$ cat src/rtl/serial_add_ctrl_if.sv
// Operand/result bundle for serial_add_ctrl: the requester drives operands and
// start, the adder returns status and the result word.
interface serial_add_ctrl_if #(
  parameter int NIBBLES = 4
);
  logic                   start;
  logic                   sub;
  logic [4*NIBBLES-1:0]   a;
  logic [4*NIBBLES-1:0]   b;
  logic                   busy;
  logic                   done;
  logic [4*NIBBLES-1:0]   sum;
  logic                   c_out;
  logic                   overflow;

  modport master (
    output start, sub, a, b,
    input  busy, done, sum, c_out, overflow
  );

  modport slave (
    input  start, sub, a, b,
    output busy, done, sum, c_out, overflow
  );
endinterface

$ cat src/rtl/serial_add_ctrl.sv
// Nibble-serial add/subtract: one 4-bit ripple slice is reused LSB nibble first,
// taking NIBBLES cycles in RUN followed by a single DONE cycle.
//
// state | meaning
// IDLE  | waiting for start; results from the last operation are held
// RUN   | one nibble per edge, index idx_q
// DONE  | one-cycle done pulse, then back to IDLE
module serial_add_ctrl #(
  parameter int NIBBLES = 4
) (
  input  logic              clock,
  input  logic              reset,
  serial_add_ctrl_if.slave  bus
);
  localparam int W     = 4 * NIBBLES;
  localparam int IDX_W = (NIBBLES > 1) ? $clog2(NIBBLES) : 1;

  typedef enum logic [1:0] {IDLE, RUN, DONE} state_t;

  state_t           state_q, state_d;
  logic [W-1:0]     a_q, a_d, b_q, b_d, sum_q, sum_d;
  logic             sub_q, sub_d, carry_q, carry_d;
  logic             c_out_q, c_out_d, ovf_q, ovf_d;
  logic             busy_q, busy_d, done_q, done_d;
  logic [IDX_W-1:0] idx_q, idx_d;

  logic [3:0]       op_a, op_b, slice_s;
  logic [4:0]       c;
  logic             last;

  // Shared full-adder slice; c[3] is the carry into the slice MSB for overflow.
  always_comb begin
    op_a = a_q[{idx_q, 2'b00} +: 4];
    op_b = b_q[{idx_q, 2'b00} +: 4] ^ {4{sub_q}};
    slice_s = 4'h0;
    c = 5'h0;
    c[0] = carry_q;
    for (int i = 0; i < 4; i++) begin
      slice_s[i] = op_a[i] ^ op_b[i] ^ c[i];
      c[i+1]     = (op_a[i] & op_b[i]) | (op_a[i] & c[i]) | (op_b[i] & c[i]);
    end
  end

  assign last = (idx_q == IDX_W'(NIBBLES - 1));

  always_comb begin
    state_d = state_q;
    a_d     = a_q;
    b_d     = b_q;
    sub_d   = sub_q;
    carry_d = carry_q;
    idx_d   = idx_q;
    sum_d   = sum_q;
    c_out_d = c_out_q;
    ovf_d   = ovf_q;
    case (state_q)
      IDLE: begin
        if (bus.start) begin
          a_d     = bus.a;
          b_d     = bus.b;
          sub_d   = bus.sub;
          carry_d = bus.sub;
          idx_d   = '0;
          state_d = RUN;
        end
      end
      RUN: begin
        sum_d[{idx_q, 2'b00} +: 4] = slice_s;
        carry_d = c[4];
        if (last) begin
          idx_d   = '0;
          c_out_d = c[4];
          ovf_d   = c[4] ^ c[3];
          state_d = DONE;
        end else begin
          idx_d = idx_q + 1'b1;
        end
      end
      DONE:    state_d = IDLE;
      default: state_d = IDLE;
    endcase
    busy_d = (state_d == RUN);
    done_d = (state_d == DONE);
  end

  always_ff @(posedge clock or posedge reset) begin
    if (reset) begin
      state_q <= IDLE;
      a_q     <= '0;
      b_q     <= '0;
      sub_q   <= 1'b0;
      carry_q <= 1'b0;
      idx_q   <= '0;
      sum_q   <= '0;
      c_out_q <= 1'b0;
      ovf_q   <= 1'b0;
      busy_q  <= 1'b0;
      done_q  <= 1'b0;
    end else begin
      state_q <= state_d;
      a_q     <= a_d;
      b_q     <= b_d;
      sub_q   <= sub_d;
      carry_q <= carry_d;
      idx_q   <= idx_d;
      sum_q   <= sum_d;
      c_out_q <= c_out_d;
      ovf_q   <= ovf_d;
      busy_q  <= busy_d;
      done_q  <= done_d;
    end
  end

  assign bus.busy     = busy_q;
  assign bus.done     = done_q;
  assign bus.sum      = sum_q;
  assign bus.c_out    = c_out_q;
  assign bus.overflow = ovf_q;
endmodule

$ cat src/flat_wrapper.sv
// flat-port wrapper written by rule: the top's interface ports become plain ports
module serial_add_ctrl_flat 
#(
  parameter int NIBBLES = 4
)
  (clock, reset, bus_start, bus_sub, bus_a, bus_b, bus_busy, bus_done, bus_sum, bus_c_out, bus_overflow);
  serial_add_ctrl_if #(.NIBBLES(NIBBLES)) bus_i ();
  input  logic clock;
  input  logic reset;
  input wire logic [$bits(bus_i.start)-1:0] bus_start;
  input wire logic [$bits(bus_i.sub)-1:0] bus_sub;
  input wire logic [$bits(bus_i.a)-1:0] bus_a;
  input wire logic [$bits(bus_i.b)-1:0] bus_b;
  output wire logic [$bits(bus_i.busy)-1:0] bus_busy;
  output wire logic [$bits(bus_i.done)-1:0] bus_done;
  output wire logic [$bits(bus_i.sum)-1:0] bus_sum;
  output wire logic [$bits(bus_i.c_out)-1:0] bus_c_out;
  output wire logic [$bits(bus_i.overflow)-1:0] bus_overflow;
  assign bus_i.start = bus_start;
  assign bus_i.sub = bus_sub;
  assign bus_i.a = bus_a;
  assign bus_i.b = bus_b;
  assign bus_busy = bus_i.busy;
  assign bus_done = bus_i.done;
  assign bus_sum = bus_i.sum;
  assign bus_c_out = bus_i.c_out;
  assign bus_overflow = bus_i.overflow;
  serial_add_ctrl #(.NIBBLES(NIBBLES)) u_core (.clock(clock), .reset(reset), .bus(bus_i));
endmodule
$ cat config.mk
export PLATFORM = sky130hd
export DESIGN_NAME = serial_add_ctrl_flat
export DESIGN_NICKNAME = d
export VERILOG_FILES = /design/src/rtl/serial_add_ctrl_if.sv /design/src/rtl/serial_add_ctrl.sv /design/src/flat_wrapper.sv
export SDC_FILE = /design/constraint.sdc
export NUM_CORES = 1
export LEC_CHECK = 0
export CORE_MARGIN = 8
export CORE_UTILIZATION = 35
export DETAILED_ROUTE_END_ITERATION = 10
export GPL_ROUTABILITY_DRIVEN = 0
export PLACE_DENSITY = 0.64
export SYNTH_ARGS = -nofsm -noshare
export SYNTH_HDL_FRONTEND = slang
export SYNTH_SLANG_ARGS = --single-unit
export TNS_END_PERCENT = 100
$ cat constraint.sdc
create_clock -name clock -period 4.9 [get_ports clock]
set_input_delay 0.735 -clock clock [delete_from_list [all_inputs] [get_ports clock]]
set_output_delay 0.735 -clock clock [all_outputs]
set_load 0.02 [all_outputs]
# Yosys cells after proc, flatten, opt, wreduce, memory -nomap -nowiden

Cells that the tools add are included.

Output and inout bits: 20
Logic and storage cells: 66
Register bits: 58
Bits of input ports: 36

Add/subtract/negate cells: 2
Multiplexer cells: 9
Shifts and indexed selects: 4
Bitwise operators: 30
Reductions and logical operators: 5
Equal/unequal tests: 5

Operators with widths:

| kind                   | count |
|---|---|
| $shiftx 16x5->4        | 2 |
| $bwmux 16              | 1 |
| $shift 4x6->16 const A | 1 |
| $shiftx 4x6->16        | 1 |
| $and 1x1->1            | 12 |
| $xor 1x1->1            | 9 |
| $mux 2                 | 4 |
| $or 1x1->1             | 8 |
| $pmux 2 s2             | 2 |
| $neg 4->6              | 1 |
| $reduce_and 2->1       | 3 |
| $eq 2x1->1 const B     | 2 |
| $eq 2x2->1 const B     | 2 |
| $xor 4x4->4            | 1 |
| $add 2x1->2 const B    | 1 |
| $logic_not 2->1        | 1 |
| $ne 2x2->1 const B     | 1 |
| $pmux 1 s2             | 1 |
| $reduce_bool 2->1      | 1 |
| $mux 1                 | 1 |

# Longest topological paths before layout

Gate-level depths: netlist of run 1.

Depth in word-level cells: 15
Gate-level depth with buffers: 12
Depth with buffers taken out: 10

# Worst setup path after synthesis of run 1

OpenSTA, ideal clock, no wires.

Path type: reg-to-reg
Start: register u_core.idx_q[0]
End: register u_core.sum_q[11], in the netlist u_core.bus.sum[11]
Slack: 1.786 ns
Cell stages (with the launch flop): 11
Buffers on the path: 1
Setup time: 0.110 ns
Arrival time: 3.004 ns
Required time: 4.790 ns
Period minus slack after synthesis: 3.114 ns
Cell sequence: dfrtp_1 > buf_6 > mux4_2 > xnor2_1 > fa_1 > fa_1 > inv_1 > fa_1 > inv_1 > fa_1 > o41ai_1

Longest elaborated chain between the ends: 14
Elaborated cells on any way between the ends: 30
Those cells by class: add/sub (1); shift (4); mux (1); bitwise (24)

RTL lines:

| item                     | RTL line               | text |
|---|---|---|
| from (decl)              | serial_add_ctrl.sv:25  | `logic [IDX_W-1:0] idx_q, idx_d;` |
| from (signal assigned)   | serial_add_ctrl.sv:105 | `idx_q <= idx_d;` |
| $shiftx 16x5->4          | serial_add_ctrl.sv:34  | `op_b = b_q[{idx_q, 2'b00} +: 4] ^ {4{sub_q}};` |
| $xor 4x4->4              | serial_add_ctrl.sv:34  |  |
| $and 1x1->1              | serial_add_ctrl.sv:40  | `c[i+1] = (op_a[i] & op_b[i]) \| (op_a[i] & c[i]) \| (op_b[i] & c[i]);` |
| $or 1x1->1 (2 in series) | serial_add_ctrl.sv:40  |  |
| $and 1x1->1              | serial_add_ctrl.sv:40  |  |
| $or 1x1->1 (2 in series) | serial_add_ctrl.sv:40  |  |
| $and 1x1->1              | serial_add_ctrl.sv:40  |  |
| $or 1x1->1 (2 in series) | serial_add_ctrl.sv:40  |  |
| $xor 1x1->1              | serial_add_ctrl.sv:39  | `slice_s[i] = op_a[i] ^ op_b[i] ^ c[i];` |
| $shiftx 4x6->16          | serial_add_ctrl.sv:68  | `sum_d[{idx_q, 2'b00} +: 4] = slice_s;` |
| $bwmux 16 (*)            | serial_add_ctrl.sv:68  |  |
| to (signal assigned)     | serial_add_ctrl.sv:106 | `sum_q <= sum_d;` |
| to (decl)                | serial_add_ctrl.sv:21  | `logic [W-1:0] a_q, a_d, b_q, b_d, sum_q, sum_d;` |

Every way passes the cells marked *; elsewhere a longest branch is shown, timed or not.
A chain may end at the register's enable or synchronous reset.

# Worst setup path in the final report of run 1

Start: register u_core.idx_q[1]
End: register u_core.sum_q[7], in the netlist u_core.bus.sum[7]

Same word-level chain as after synthesis.

==> impl_results.md, run 1 <==
- Outcome: finished, final reports clean
- Post-CTS Hold Buffers: 0
- Worst slew margin: 0.499
- Top_reg_cell synth: dfrtp_1
- Synth top area share: 0.507
- Largest area contributor in the netlist: dfrtp_1
- Hold Path End: u_core.bus.sum[12]$_DFFE_PP0P_
- TritonCTS Buffers: 9
- Setup bufs post-CTS: 0
- Final nets: 298
- XOR/XNOR Fraction of Synth Area: 0.0153
- Synthesized area: 0.00286 sq mm
- Die width: 106 um
- Wire per inst: 16.3 um
- Vias: 1713
- Post-Synth Simple-Gate Area: 0.0656
- Routed wire length: 5910 um
- Hold Crit Start: u_core.bus.sum[12]$_DFFE_PP0P_
- Seq. cell area: 0.00145 sq mm
- Slew Viols, Final: 0
- DR vias/cell: 4.73
- Req. time, crit path: 5.14 ns
- Worst clock skew: 0.0133 ns
- Maxcap violations: 0
- Clock Latency Late Sink: 0.34 ns
- Multi-input gate area: 0.00125 sq mm
- CP peak stage delay: 0.66 ns
- Period utilization: 0.671
- Total GRT Usage: 0.112
- Fraction of registers with async set/reset: 1.00
- Reg clk slew, reported paths: 0.07 ns
- Die height: 106 um
- R2r startpoint: u_core.idx_q[1]$_DFFE_PP0P_
- Worst hold path type: reg2reg
- Drt first pass iters: 4
- Final setup TNS: 0 ns
- Syn-to-layout area delta: 26.7%
- Syn_nets: 240
- Power Density: 740 mW/mm^2
- First-pass GRT wire length: 9750 um
- Filler Cell Count: 758
- CTS Buffer Depth: 2
- Overflow after GRT: 0
- Yosys warnings: 0
- Reg2reg end: u_core.bus.sum[7]$_DFFE_PP0P_
- Initial Util: 0.354
- Depth of the most critical reg-to-reg path: 9
- DRC: 0
- CP Capture Type: flip-flop
- Commonest non-fill, non-tap cell in the layout: dfrtp_1
- Antenna-violating nets left: 0
- Largest family of logic cells by synthesized area: multiplexers
- Initial antenna violation count: 0
- PostCTS Resize Cnt: 0
- Unrepaired setup endpoints after global routing: false
- Peak supply drop: 0.000283 V
- Most frequent cells in the layout: dfrtp_1, clkdlybuf4s50_1, mux2_4
- Vias in the first global route: 1909
- CP max FO: 13
- Peak Freq: 0.304 GHz
- HPWL after detailed placement: 4260 um
- Top-Level Pins: 56
- Crit-path most repeated cell: fa_1
- Compound-cell area share of the yosys netlist: 0.0691
- Tot Pwr: 2.69 mW
- WHS Path Cells: 2
- Post-Synth Adder-Cell Area: 0.0542
- Worst path cell trace: mux4_2 -> xnor2_1 -> fa_1 -> fa_1 -> inv_1 -> fa_1 -> inv_1 -> fa_1 -> o41ai_1
- Num rows: 33
- Final design utilization: 0.448
- Reg2reg setup slack: 1.61 ns
- Period minus WS final: 3.29 ns
- Die area: 0.0113 sq mm
- # diodes: 0
- Worst Path Class, Setup: reg2reg
- Multiplexer area fraction after synthesis: 0.232
- Leakage: 1.60 nW
- CP arrival: 3.52 ns
- Largest net degree at the start of global routing: 59
- Post-synthesis sequential area ratio: 0.507
- Setup violations, final: 0
- CTS sink count: 58
- Startpoint Class: flip-flop
- CTS Root Cell: clkbuf_8
- Register bit total from synthesis: 58
- Mean Syn Cell Area: 14.8 sq um
- PortBufs: 55
- Number of synthesized flops with an enable pin: 0
- Worst Max-Slew Pin Slew: 0.751 ns
- Post-Syn Instances: 194
- Distinct cells, synth: 34
- Share of layout cells above drive strength 1: 0.253
- H-tree lvl count: 3
- Final Hold Vio Count: 0
- Largest cells by area after synthesis: dfrtp_1, mux2_4, mux4_2, fa_1, o41ai_1
- 1st-iter DRT viols: 78
- Core area: 0.00809 sq mm
- Worst path slowest cell: dfrtp_1
- CTS tree: yes
## sequential cells by signal, indices dropped and copies added (netlist names)
| name | flops |
|---|---|
| u_core.bus.done | 1 |
| u_core.bus.sum | 16 |
| u_core.a_q | 16 |
| u_core.sub_q | 1 |
| u_core.state_q | 2 |
| u_core.bus.c_out | 1 |
| u_core.carry_q | 1 |
| u_core.bus.busy | 1 |
| u_core.idx_q | 2 |
| u_core.b_q | 16 |
| u_core.bus.overflow | 1 |
## cell usage after synthesis (4+ instances only)
cell and instances:
dfrtp_1 58, mux2_4 30, nand2_1 17, inv_1 13
o41ai_1 9, mux4_2 8, ha_1 6, fa_1 4
nor2_1 4, o2bb2ai_1 4
## critical path: cells and delay by family, from the launching register on
kind | cells | cell delay, ns
compound gates | 1 | 0.35
flops | 1 | 0.66
fa+ha+maj | 4 | 1.46
buf+inv | 2 | 0.15
xor+xnor | 1 | 0.15
mux | 1 | 0.39
## per-stage QoR
stage | setup WS, ns | hold slack [ns] | instances | area, sq um
2_1_floorplan | 1.79 | 0.475 | 194 | 2860
3_3_place_gp | 1.72 | 0.463 | 346 | 3450
3_5_place_dp | 1.63 | 0.464 | 346 | 3450
4_1_cts | 1.60 | 0.483 | 362 | 3630
5_1_grt | 1.42 | 0.511 | 362 | 3630
6_report | 1.61 | 0.476 | 362 | 3630
## where the power goes
part	switching (mW)	leakage (nW)	internal, mW
Clock	0.184	0.0965	0.224
Combinational	0.697	0.783	0.731
Sequential	0.160	0.718	0.690
## layout make-up
cell class | instances | area share
flip-flops and latches | 58 | 0.400
multi-input cells | 113 | 0.344
repair buffers | 57 | 0.156
clock buffers | 14 | 0.0476
well taps | 105 | 0.0362
inverters | 13 | 0.0134
clock inverters | 2 | 0.00276
## cell families (layout without fill, tap and decap cells)
| kind of cell | count (synthesis) | after routing |
|---|---|---|
| flops | 58 | 58 |
| mux | 41 | 41 |
| simple gates | 32 | 32 |
| compound gates | 25 | 25 |
| buf+inv | 23 | 86 |
| fa+ha+maj | 10 | 10 |
| xor+xnor | 5 | 5 |
## worst max path at each step
stage | depth (start not counted) | to | startpoint
detailed placement | 9 | u_core.bus.sum[7]$_DFFE_PP0P_ | u_core.idx_q[1]$_DFFE_PP0P_
global placement | 9 | u_core.bus.sum[15]$_DFFE_PP0P_ | u_core.idx_q[1]$_DFFE_PP0P_
CTS | 9 | u_core.bus.sum[7]$_DFFE_PP0P_ | u_core.idx_q[1]$_DFFE_PP0P_
floorplan | 10 | u_core.bus.sum[11]$_DFFE_PP0P_ | u_core.idx_q[0]$_DFFE_PP0P_
global route | 9 | u_core.bus.sum[11]$_DFFE_PP0P_ | u_core.idx_q[1]$_DFFE_PP0P_
finish | 9 | u_core.bus.sum[7]$_DFFE_PP0P_ | u_core.idx_q[1]$_DFFE_PP0P_
## routing by layer
layer	up-vias	global-route usage	routed length, um
li1	809	-	-
met5	-	0	0
met2	45	0.160	2690
met1	850	0.144	2780
met4	0	0.0543	107
met3	9	0.0430	338
Note: power is estimated with default switching activity, not from simulation.
==> inputs of run 2 (changes only) <==
Clock period 4.9 ns to 3.4 ns, I/O delays scaled along.
==> impl_results.md, run 2 (synthesis results as in run 1) <==
- First-pass GRT wire length: 9700 um
- Outcome: finished, final reports clean
- DR vias/cell: 4.68
- Syn-to-layout area delta: 27.0%
- Req. time, crit path: 3.63 ns
- Peak supply drop: 0.000536 V
- Startpoint Class: flip-flop
- CTS tree: yes
- Commonest non-fill, non-tap cell in the layout: dfrtp_1
- CP max FO: 4
- Reg clk slew, reported paths: 0.06 ns
- Num rows: 33
- Final design utilization: 0.449
- Maxcap violations: 0
- CP Capture Type: flip-flop
- Top-Level Pins: 56
- Overflow after GRT: 0
- 1st-iter DRT viols: 43
- TritonCTS Buffers: 9
- Critical Path Source: u_core.idx_q[0]$_DFFE_PP0P_
- Most frequent cells in the layout: dfrtp_1, clkdlybuf4s50_1, mux2_4
- Dpl ws: 0.297 ns
- Worst Path Class, Setup: reg2reg
- Period utilization: 0.905
- CTS Buffer Depth: 2
- PostCTS Resize Cnt: 0
- Slew Viols, Final: 0
- Crit-path most repeated cell: fa_1
- Die area: 0.0113 sq mm
- Die height: 106 um
- Hold Crit Start: u_core.bus.sum[10]$_DFFE_PP0P_
- Die width: 106 um
- CTS Root Cell: clkbuf_8
- DRC: 0
- Total GRT Usage: 0.112
- Final setup TNS: 0 ns
- CP peak stage delay: 0.51 ns
- Routed wire length: 5840 um
- CP arrival: 3.31 ns
- Worst clock skew: 0.00527 ns
- Power Density: 1070 mW/mm^2
- Worst Max-Slew Pin Slew: 0.762 ns
- Unrepaired setup endpoints after global routing: false
- Largest net degree at the start of global routing: 59
- Worst hold path type: reg2reg
- Post-CTS Hold Buffers: 0
- Core area: 0.00809 sq mm
- Wire per inst: 16.1 um
- HPWL after detailed placement: 4260 um
- Drt first pass iters: 4
- Final worst setup slack: 0.324 ns
- Final Hold Vio Count: 0
- Initial Util: 0.354
- # diodes: 0
- Worst path cell trace: mux4_2 -> xnor2_1 -> fa_1 -> fa_1 -> inv_1 -> fa_1 -> inv_1 -> fa_1 -> o41ai_1
- Final nets: 299
- Worst path slowest cell: mux4_2
- Vias in the first global route: 1848
- Setup violations, final: 0
- Antenna-violating nets left: 0
- R2r startpoint: u_core.idx_q[0]$_DFFE_PP0P_
- Clock Latency Late Sink: 0.34 ns
- Initial antenna violation count: 0
- PortBufs: 55
- Vias: 1700
- Share of layout cells above drive strength 1: 0.256
- Setup bufs post-CTS: 0
- CTS sink count: 58
- Period minus WS final: 3.08 ns
- Worst slew margin: 0.492
- Peak Freq: 0.325 GHz
- H-tree lvl count: 3
- Leakage: 1.60 nW
[run 2: metal layers]
metal	global-route usage	routed length (um)	vias to the layer above
li1	-	-	809
met1	0.139	2700	838
met2	0.166	2710	42
met3	0.0381	303	11
met4	0.0633	125	0
met5	0	0	-
[run 2: stage by stage]
| step | cell area (sq um) | power [mW] | instances | hold slack, ns |
|---|---|---|---|---|
| finish | 3640 | 3.88 | 363 | 0.475 |
| global route | 3640 | 4.17 | 363 | 0.518 |
| CTS | 3640 | 3.94 | 363 | 0.482 |
| detailed placement | 3450 | 3.34 | 347 | 0.468 |
| global placement | 3450 | 3.30 | 347 | 0.461 |
| floorplan | 2860 | 2.77 | 194 | 0.475 |
[run 2: final timing paths]
check / to / slack [ns] / depth (start not counted)
max: u_core.bus.sum[7]$_DFFE_PP0P_ / 0.32 / 9
min: u_core.bus.sum[10]$_DFFE_PP0P_ / 0.47 / 2
max reg2reg: u_core.bus.sum[7]$_DFFE_PP0P_ / 0.32 / 9
min reg2reg: u_core.bus.sum[10]$_DFFE_PP0P_ / 0.47 / 2
max in group asynchronous: u_core.b_q[4]$_DFFE_PP0P_ / 2.22 / 3
min in group asynchronous: u_core.bus.sum[6]$_DFFE_PP0P_ / 0.69 / 3
[run 2: cell type report]
| type | instances | area [sq um] |
|---|---|---|
| inverters | 13 | 48.8 |
| multi-input cells | 113 | 1250 |
| clock buffers | 14 | 173 |
| fillers | 747 | 4460 |
| flip-flops and latches | 58 | 1450 |
| repair buffers | 58 | 573 |
| clock inverters | 2 | 10.0 |
| well taps | 105 | 131 |
[run 2: where the power goes]
group	switching, mW	internal, mW	leakage [nW]
registers	0.209	0.995	0.718
logic	1.03	1.06	0.788
clock network	0.262	0.322	0.0965
total	1.50	2.38	1.60
[run 2: critical path, delay by kind of cell (launching register included)]
kind	cells	cell delay [ns]
fa+ha+maj	4	1.46
flops	1	0.36
compound gates	1	0.35
xor+xnor	1	0.15
mux	1	0.51
buf+inv	2	0.13
